**src/rtl/quad_encoder_multi.sv**
```systemverilog
// quad_encoder_multi: multi-channel quadrature decoder.
// Each channel synchronises its raw A/B pins, glitch-filters them, decodes
// Gray-code steps at x4/x2/x1 resolution and keeps a wrapping or saturating
// up/down coordinate. Channels share nothing but the clock and reset.
//
// Handshake: none. Inputs are level-sampled every clock; step is a one-cycle
// pulse registered alongside coordinate, with no back-pressure.
module quad_encoder_multi #(
  parameter int CHANNELS    = 2,
  parameter int WIDTH       = 10,
  parameter int SYNC_STAGES = 2,
  parameter int FILTER_LEN  = 3,
  parameter int MODE        = 0,
  parameter int SATURATE    = 0
) (
  input  logic                      clock,
  input  logic                      reset,
  input  logic [CHANNELS-1:0]       encoder_a,
  input  logic [CHANNELS-1:0]       encoder_b,
  input  logic [CHANNELS-1:0]       clear,
  output logic [CHANNELS*WIDTH-1:0] coordinate,
  output logic [CHANNELS-1:0]       step,
  output logic [CHANNELS-1:0]       direction,
  output logic [CHANNELS-1:0]       error
);

  // Samples needed after reset before the filter holds only real pin data
  // (the synchroniser and filter both start out full of reset zeros).
  localparam int WARM = SYNC_STAGES + FILTER_LEN;
  localparam int CW   = $clog2(WARM + 1);

  genvar n;
  generate
    for (n = 0; n < CHANNELS; n++) begin : g_ch
      logic [SYNC_STAGES-1:0] sync_a;
      logic [SYNC_STAGES-1:0] sync_b;
      logic [1:0]             filt [FILTER_LEN];
      logic [1:0]             f;
      logic                   primed;
      logic [CW-1:0]          warm_cnt;
      logic [WIDTH-1:0]       coord;
      logic                   step_q;
      logic                   dir_q;
      logic                   err_q;

      logic                   warm;
      logic                   stable;
      logic                   load;
      logic                   decode;
      logic                   fwd;
      logic                   rev;
      logic                   illegal;
      logic                   a_changed;
      logic                   counted;
      logic [WIDTH-1:0]       next_coord;

      // Filter acceptance, Gray-code decode and next coordinate value.
      always_comb begin
        stable = 1'b1;
        for (int i = 1; i < FILTER_LEN; i++) begin
          if (filt[i] != filt[0]) stable = 1'b0;
        end
        warm   = (warm_cnt == CW'(WARM));
        // Before priming, the first stable value is taken as-is so that an
        // encoder resting at any phase is not mistaken for a transition.
        load   = warm && stable && (!primed || (filt[0] != f));
        decode = load && primed;

        fwd = decode && (((f == 2'b00) && (filt[0] == 2'b10)) ||
                         ((f == 2'b10) && (filt[0] == 2'b11)) ||
                         ((f == 2'b11) && (filt[0] == 2'b01)) ||
                         ((f == 2'b01) && (filt[0] == 2'b00)));
        rev = decode && (((f == 2'b10) && (filt[0] == 2'b00)) ||
                         ((f == 2'b11) && (filt[0] == 2'b10)) ||
                         ((f == 2'b01) && (filt[0] == 2'b11)) ||
                         ((f == 2'b00) && (filt[0] == 2'b01)));
        illegal   = decode && ((f ^ filt[0]) == 2'b11);
        a_changed = (f[1] != filt[0][1]);

        case (MODE)
          1:       counted = (fwd || rev) && a_changed;
          2:       counted = (fwd && (f == 2'b00)) || (rev && (f == 2'b10));
          default: counted = fwd || rev;
        endcase

        next_coord = coord;
        if (fwd) begin
          if (!((SATURATE != 0) && (coord == {WIDTH{1'b1}})))
            next_coord = coord + WIDTH'(1);
        end else if (rev) begin
          if (!((SATURATE != 0) && (coord == '0)))
            next_coord = coord - WIDTH'(1);
        end
      end

      // Synchroniser, filter, primed state, coordinate and flags.
      always_ff @(posedge clock) begin
        if (reset) begin
          sync_a   <= '0;
          sync_b   <= '0;
          for (int i = 0; i < FILTER_LEN; i++) filt[i] <= 2'b00;
          f        <= 2'b00;
          primed   <= 1'b0;
          warm_cnt <= '0;
          coord    <= '0;
          step_q   <= 1'b0;
          dir_q    <= 1'b0;
          err_q    <= 1'b0;
        end else begin
          sync_a  <= {sync_a[SYNC_STAGES-2:0], encoder_a[n]};
          sync_b  <= {sync_b[SYNC_STAGES-2:0], encoder_b[n]};
          filt[0] <= {sync_a[SYNC_STAGES-1], sync_b[SYNC_STAGES-1]};
          for (int i = 1; i < FILTER_LEN; i++) filt[i] <= filt[i-1];
          if (!warm) warm_cnt <= warm_cnt + CW'(1);
          if (load) begin
            f      <= filt[0];
            primed <= 1'b1;
          end
          step_q <= counted;
          if (counted) begin
            dir_q <= fwd;
            coord <= next_coord;
          end
          if (illegal) err_q <= 1'b1;
          // Clear overrides a same-edge step or illegal transition.
          if (clear[n]) begin
            coord <= '0;
            err_q <= 1'b0;
          end
        end
      end

      assign coordinate[n*WIDTH +: WIDTH] = coord;
      assign step[n]      = step_q;
      assign direction[n] = dir_q;
      assign error[n]     = err_q;
    end
  endgenerate

endmodule
```
**config.mk**
```make
export PLATFORM = sky130hd
export DESIGN_NAME = quad_encoder_multi
export DESIGN_NICKNAME = d
export VERILOG_FILES = /design/src/rtl/quad_encoder_multi.sv
export SDC_FILE = /design/constraint.sdc
export NUM_CORES = 1
export LEC_CHECK = 0
export CAP_MARGIN = 20
export CORE_MARGIN = 3
export CORE_UTILIZATION = 30
export DETAILED_ROUTE_END_ITERATION = 16
export PLACE_DENSITY = 0.49
export SYNTH_ARGS = -nofsm -noshare
export SYNTH_HDL_FRONTEND = slang
export SYNTH_SLANG_ARGS = --single-unit
```
**constraint.sdc**
```tcl
create_clock -name clock -period 3.65 [get_ports clock]
set_input_delay 0.73 -clock clock [delete_from_list [all_inputs] [get_ports clock]]
set_output_delay 0.73 -clock clock [all_outputs]
set_load 0.01 [all_outputs]
```
Word level (Yosys, flattened, before mapping):

Memory sizes are Yosys's and may differ from the RTL's.
Cells that the tools add are included.

* RAM bits: 12
* word-level logic and storage cells: 129
* output and inout port bits: 26
* memories: 2
* register bits after elaboration: 46

Memory list
* g_ch[0].filt: words 3, width 2, rd ports 3, clocked after Yosys merged registers in 0, wr ports 3, line 37 `logic [1:0] filt [FILTER_LEN];`
* g_ch[1].filt: words 3, width 2, rd ports 3, clocked after Yosys merged registers in 0, wr ports 3, line 37

* eq/ne operators: 22
* $add $sub $neg: 6
* multiplexer cells: 17
* reductions and logical operators: 56
* bitwise logic cells: 8

Operators with widths (number)
* 10-bit two-way mux: 4
* 1-bit logical AND: 28
* 10-bit by 1-bit adder with 10-bit output, second input constant: 2
* 2-bit == test, second input constant: 10
* 10-bit by 1-bit subtractor with 10-bit output, second input constant: 2
* 1-bit logical OR: 16
* 2-bit two-way mux: 6
* 2-bit != test: 6
* 2-bit by 1-bit == test with 1-bit output, second input constant: 4
* 2-bit zero test: 4
* 1-bit two-way mux: 7
* 3-bit by 1-bit adder with 3-bit output, second input constant: 2
* 3-bit == test, second input constant: 2
* 1-bit bitwise OR: 6
* 2-bit AND reduction: 2
* 2-bit nonzero test: 2
* 2-bit OR reduction: 2
* 2-bit XOR: 2
* 1-bit zero test: 2

Longest topological paths before layout:

* word-level depth: 9
* mapped depth: 13
* gate-level depth less buffers: 13

Worst setup path after synthesis:

No wires, ideal clock.

* path kind: reg2reg
* start: register g_ch[1].warm_cnt[0]
* end: register g_ch[1].coord[8]
* path slack: 814 ps
* cell stages (with the launch flop): 12
* data arrival time: 2704 ps
* setup time: 132 ps
* period minus slack after synthesis: 2836 ps
* cell sequence: dfxtp_1 > ha_1 > and3_1 > o221ai_2 > or2_2 > ha_1 > nor2b_1 > o31a_1 > or4_1 > a31oi_1 > xor2_1 > o31ai_1

* word-level cells in the longest chain between the ends: 7
* elaborated cells on any way between the ends: 10
* classes of those cells: eq/ne: 1; mux: 1; reduce/logical: 8

Ends and longest elaborated chain
* from (decl): line 40 `logic [CW-1:0] warm_cnt;`
* from (signal assigned): line 114 `if (!warm) warm_cnt <= warm_cnt + CW'(1);`
* 3-bit == test (*): line 63 `warm = (warm_cnt == CW'(WARM));`
* 1-bit logical AND (*) (2 in series): line 66 `load = warm && stable && (!primed || (filt[0] != f));`
* 1-bit logical AND (*): line 67 `decode = load && primed;`
* 1-bit logical AND (on tied branches): line 69, 73
* 2-bit nonzero test (no line) or 1-bit logical OR (tied branches)
* 2-bit AND reduction (no line)
* to (signal assigned): line 122 `coord <= next_coord;`
* to (decl): line 41 `logic [WIDTH-1:0] coord;`

Mark *: on every way between the ends. The rest lies on a longest branch, timed or not.
A chain may end at the register's enable or synchronous reset.

Final worst setup path:

* start: register g_ch[0].warm_cnt[0]
* end: register g_ch[0].coord[9]

* word-level cells in the longest chain between the ends: 7
* elaborated cells on any way between the ends: 10
* classes of those cells: eq/ne: 1; mux: 1; reduce/logical: 8

Ends and longest elaborated chain (line)
* from (decl): 40
* from (signal assigned): 114
* 3-bit == test (*): 63
* 1-bit logical AND (*) (2 in series): 66
* 1-bit logical AND (*): 67
* 1-bit logical AND (on tied branches): 69, 73
* 2-bit nonzero test (no line) or 1-bit logical OR (tied branches)
* 2-bit AND reduction (no line)
* to (signal assigned): 122
* to (decl): 41

Marked as above.

==> impl_metrics.toml <==
[critical_path]
critPathMaxFanout = 10
crit_type = "register to register"
cp.arrival_ps = 3350
end_kind = "register"
cp-start-kind = "register"
cp.required_ps = 3920

[yosys]
ys_seq_elements = 58
synth.most_common_cell = "dfxtp_1"
synth.area.top_cells = "dfxtp_1, ha_1, nor2b_1, nor2_1, xnor2_1"
synth_fp_nets = 365
async_flop_share_pct = 0
synth_flop_cell = "dfxtp_1"
seq_area_frac_synth_pct = 39.5
syn_inst = 334
postSynthAreaPerCell_um2 = 8.80
yosysTopAreaCell = "dfxtp_1"
syn_area_um2 = 2940
yosysWarnings = 0
synth.distinct_cells = 42
synth_top_cell_area_share_pct = 39.5
synth_commonest_cells = "dfxtp_1, nor2_1, nor2b_1"
synth_edf_count = 0

[sta]
tightest_slew_ps = 577
fin_crit_sh_pct = 84.5
period_minus_slack_ps = 3080
setup_tns_ps = 0
rsz0062_at_grt = "false"
hold_viol_final = 0
drv_slew = 0
final-setup-viol-count = 0
worst_clock_skew_ps = 4.81
timing.hold.ws_ps = 436
slew_headroom_pct = 61.5
clock.fmax_mhz = 324

[clocking]
cts_tree = "done"
clk_pin_slew_ps = 70
cts_max_level = 3
post_cts_buffers = 0
cts_buffer_depth = 2
root_buffer = "clkbuf_8"
holdBufCountCts = 0
clock_sinks = 58
cts-resized-gates = 0
cts_buffers = 9
insertion_delay_ps = 330

[finish]
drive_above_1_share_pct = 7.34
area_delta_synth_final_pct = 20.4
antenna_cells = 0
finalNonFillerCells = 497
finalNetCount = 394
utilization_pct = 37.8
design_area_um2 = 3540

[floorplanning]
io_pins = 34
die_h_um = 105
die_area_um2 = 11000
die_x_um = 105
std_cell_rows = 35
core_area_um2 = 9370
start_util_pct = 31.4

[global_route]
grt_pass1_vias = 2065
grt-ovfl-total = 0
antenna_found_initial = 0
track_usage_pct = 10.8
grt_pass1_wl_um = 9550
grt_max_degree = 39

[min_path]
min_path_type = "register to register"

[routing]
wl_per_cell_um = 11.1
drc = 0
drt_iter0_markers = 45
vias = 2240
dr.pass1.iters = 6
wl_um = 5490
ant_nets = 0
vias_per_cell = 4.51

[run]
max-cap-violations = 0

[run_status]
status = "complete, no violations"

[place]
gp_congestion = 0.789
dpl_cell_area_um2 = 3350
dp.cells = 481
dp_hpwl_um = 3950
io_buffers = 33

[power]
power_density_nw_per_um2 = 366
power_leakage_nw = 1.36
ir_worst_vdd_mv = 0.224
[area by class of cell]
class | count | area, um2
clock inverter | 7 | 68.8
clock buffer | 9 | 124
timing repair buffer | 34 | 338
fill | 972 | 5830
tap | 129 | 161
multi-input combinational | 251 | 1650
inverter | 9 | 33.8
sequential | 58 | 1160
[flip-flops by register name, summed over array words and instances, names as in the netlist]
| signal | flops |
|---|---|
| g_ch.sync_a | 4 |
| g_ch.coord | 20 |
| g_ch.step_q | 2 |
| g_ch.dir_q | 2 |
| g_ch.sync_b | 4 |
| g_ch.filt | 12 |
| g_ch.f | 4 |
| g_ch.primed | 2 |
| g_ch.err_q | 2 |
| g_ch.warm_cnt | 6 |
[placed cells by master, fill, tap and decap left out, types with 2 or more instances in the layout]
| master | synthesis | final |
|---|---|---|
| dfxtp_1 | 58 | 58 |
| nor2_1 | 44 | 44 |
| clkdlybuf4s50_1 | 0 | 33 |
| nor2b_1 | 28 | 28 |
| nand2_1 | 21 | 21 |
| a21oi_1 | 21 | 21 |
| ha_1 | 21 | 21 |
| o21ai_0 | 17 | 17 |
| xnor2_1 | 15 | 15 |
| nor3_1 | 12 | 12 |
| inv_1 | 9 | 9 |
| mux2i_1 | 9 | 9 |
| clkbuf_8 | 0 | 9 |
| xor2_1 | 7 | 7 |
| and3_1 | 6 | 6 |
| nand2b_1 | 5 | 5 |
| o31ai_1 | 5 | 5 |
| or2_2 | 4 | 4 |
| nand3_1 | 4 | 4 |
| o21a_1 | 3 | 3 |
| a211oi_1 | 3 | 3 |
| a31oi_1 | 3 | 3 |
| clkinv_2 | 0 | 3 |
| o221ai_2 | 2 | 2 |
| a21oi_2 | 2 | 2 |
| a21o_1 | 2 | 2 |
| o22ai_1 | 2 | 2 |
| or3_1 | 2 | 2 |
| fa_1 | 2 | 2 |
| clkinvlp_4 | 0 | 2 |
[per-layer routing]
layer | vias to the layer above | GRT usage [%] | part of all wire, %
met1 | 1004 | 13.8 | 52
li1 | 1195 | - | -
met5 | - | 0 | 0
met4 | 0 | 6.47 | 2.4
met3 | 9 | 3.09 | 3.2
met2 | 32 | 16.0 | 43
[stage by stage]
stage / setup WS (ps) / power (mW)
floorplan: 814 / 0.709
global placement: 563 / 0.727
detailed placement: 540 / 0.727
CTS: 530 / 1.32
global route: 229 / 1.36
finish: 567 / 1.30
[path summary, 6_finish.rpt]
check	to	slack, ps	depth (start not counted)	start
min	g_ch[0].filt[0][1]$_SDFF_PP0_	440	1	g_ch[0].sync_a[1]$_SDFF_PP0_
max reg2reg	g_ch[0].coord[9]$_SDFFE_PP0P_	570	11	g_ch[0].warm_cnt[0]$_SDFFE_PP0P_
max	g_ch[0].coord[9]$_SDFFE_PP0P_	570	11	g_ch[0].warm_cnt[0]$_SDFFE_PP0P_
min reg2reg	g_ch[0].filt[0][1]$_SDFF_PP0_	440	1	g_ch[0].sync_a[1]$_SDFF_PP0_
[report_power, final]
part	internal [mW]	switching, mW
Combinational	0.0254	0.0289
Sequential	0.647	0.0101
Clock	0.313	0.270
[logic make-up after synthesis]
group	share of synthesized area (%)
xor gates and xnor gates	6.55
AOI/OAI and AO/OA	14.0
buffers and inverters	4.30
muxes	3.45
DFF	39.5
and+or+nand+nor	21.9
adders and majority gates	10.3
[worst max-delay path: stages, from the launching register on]
cell	delay (ps)
dfxtp_1	380
ha_1	200
and3_1	200
o221ai_2	170
or2_2	450
ha_1	360
and2_1	190
a221o_1	290
a21oi_1	250
o31ai_1	140
mux2i_1	200
mux2i_1	190
Power figures use the tool's default switching activity.
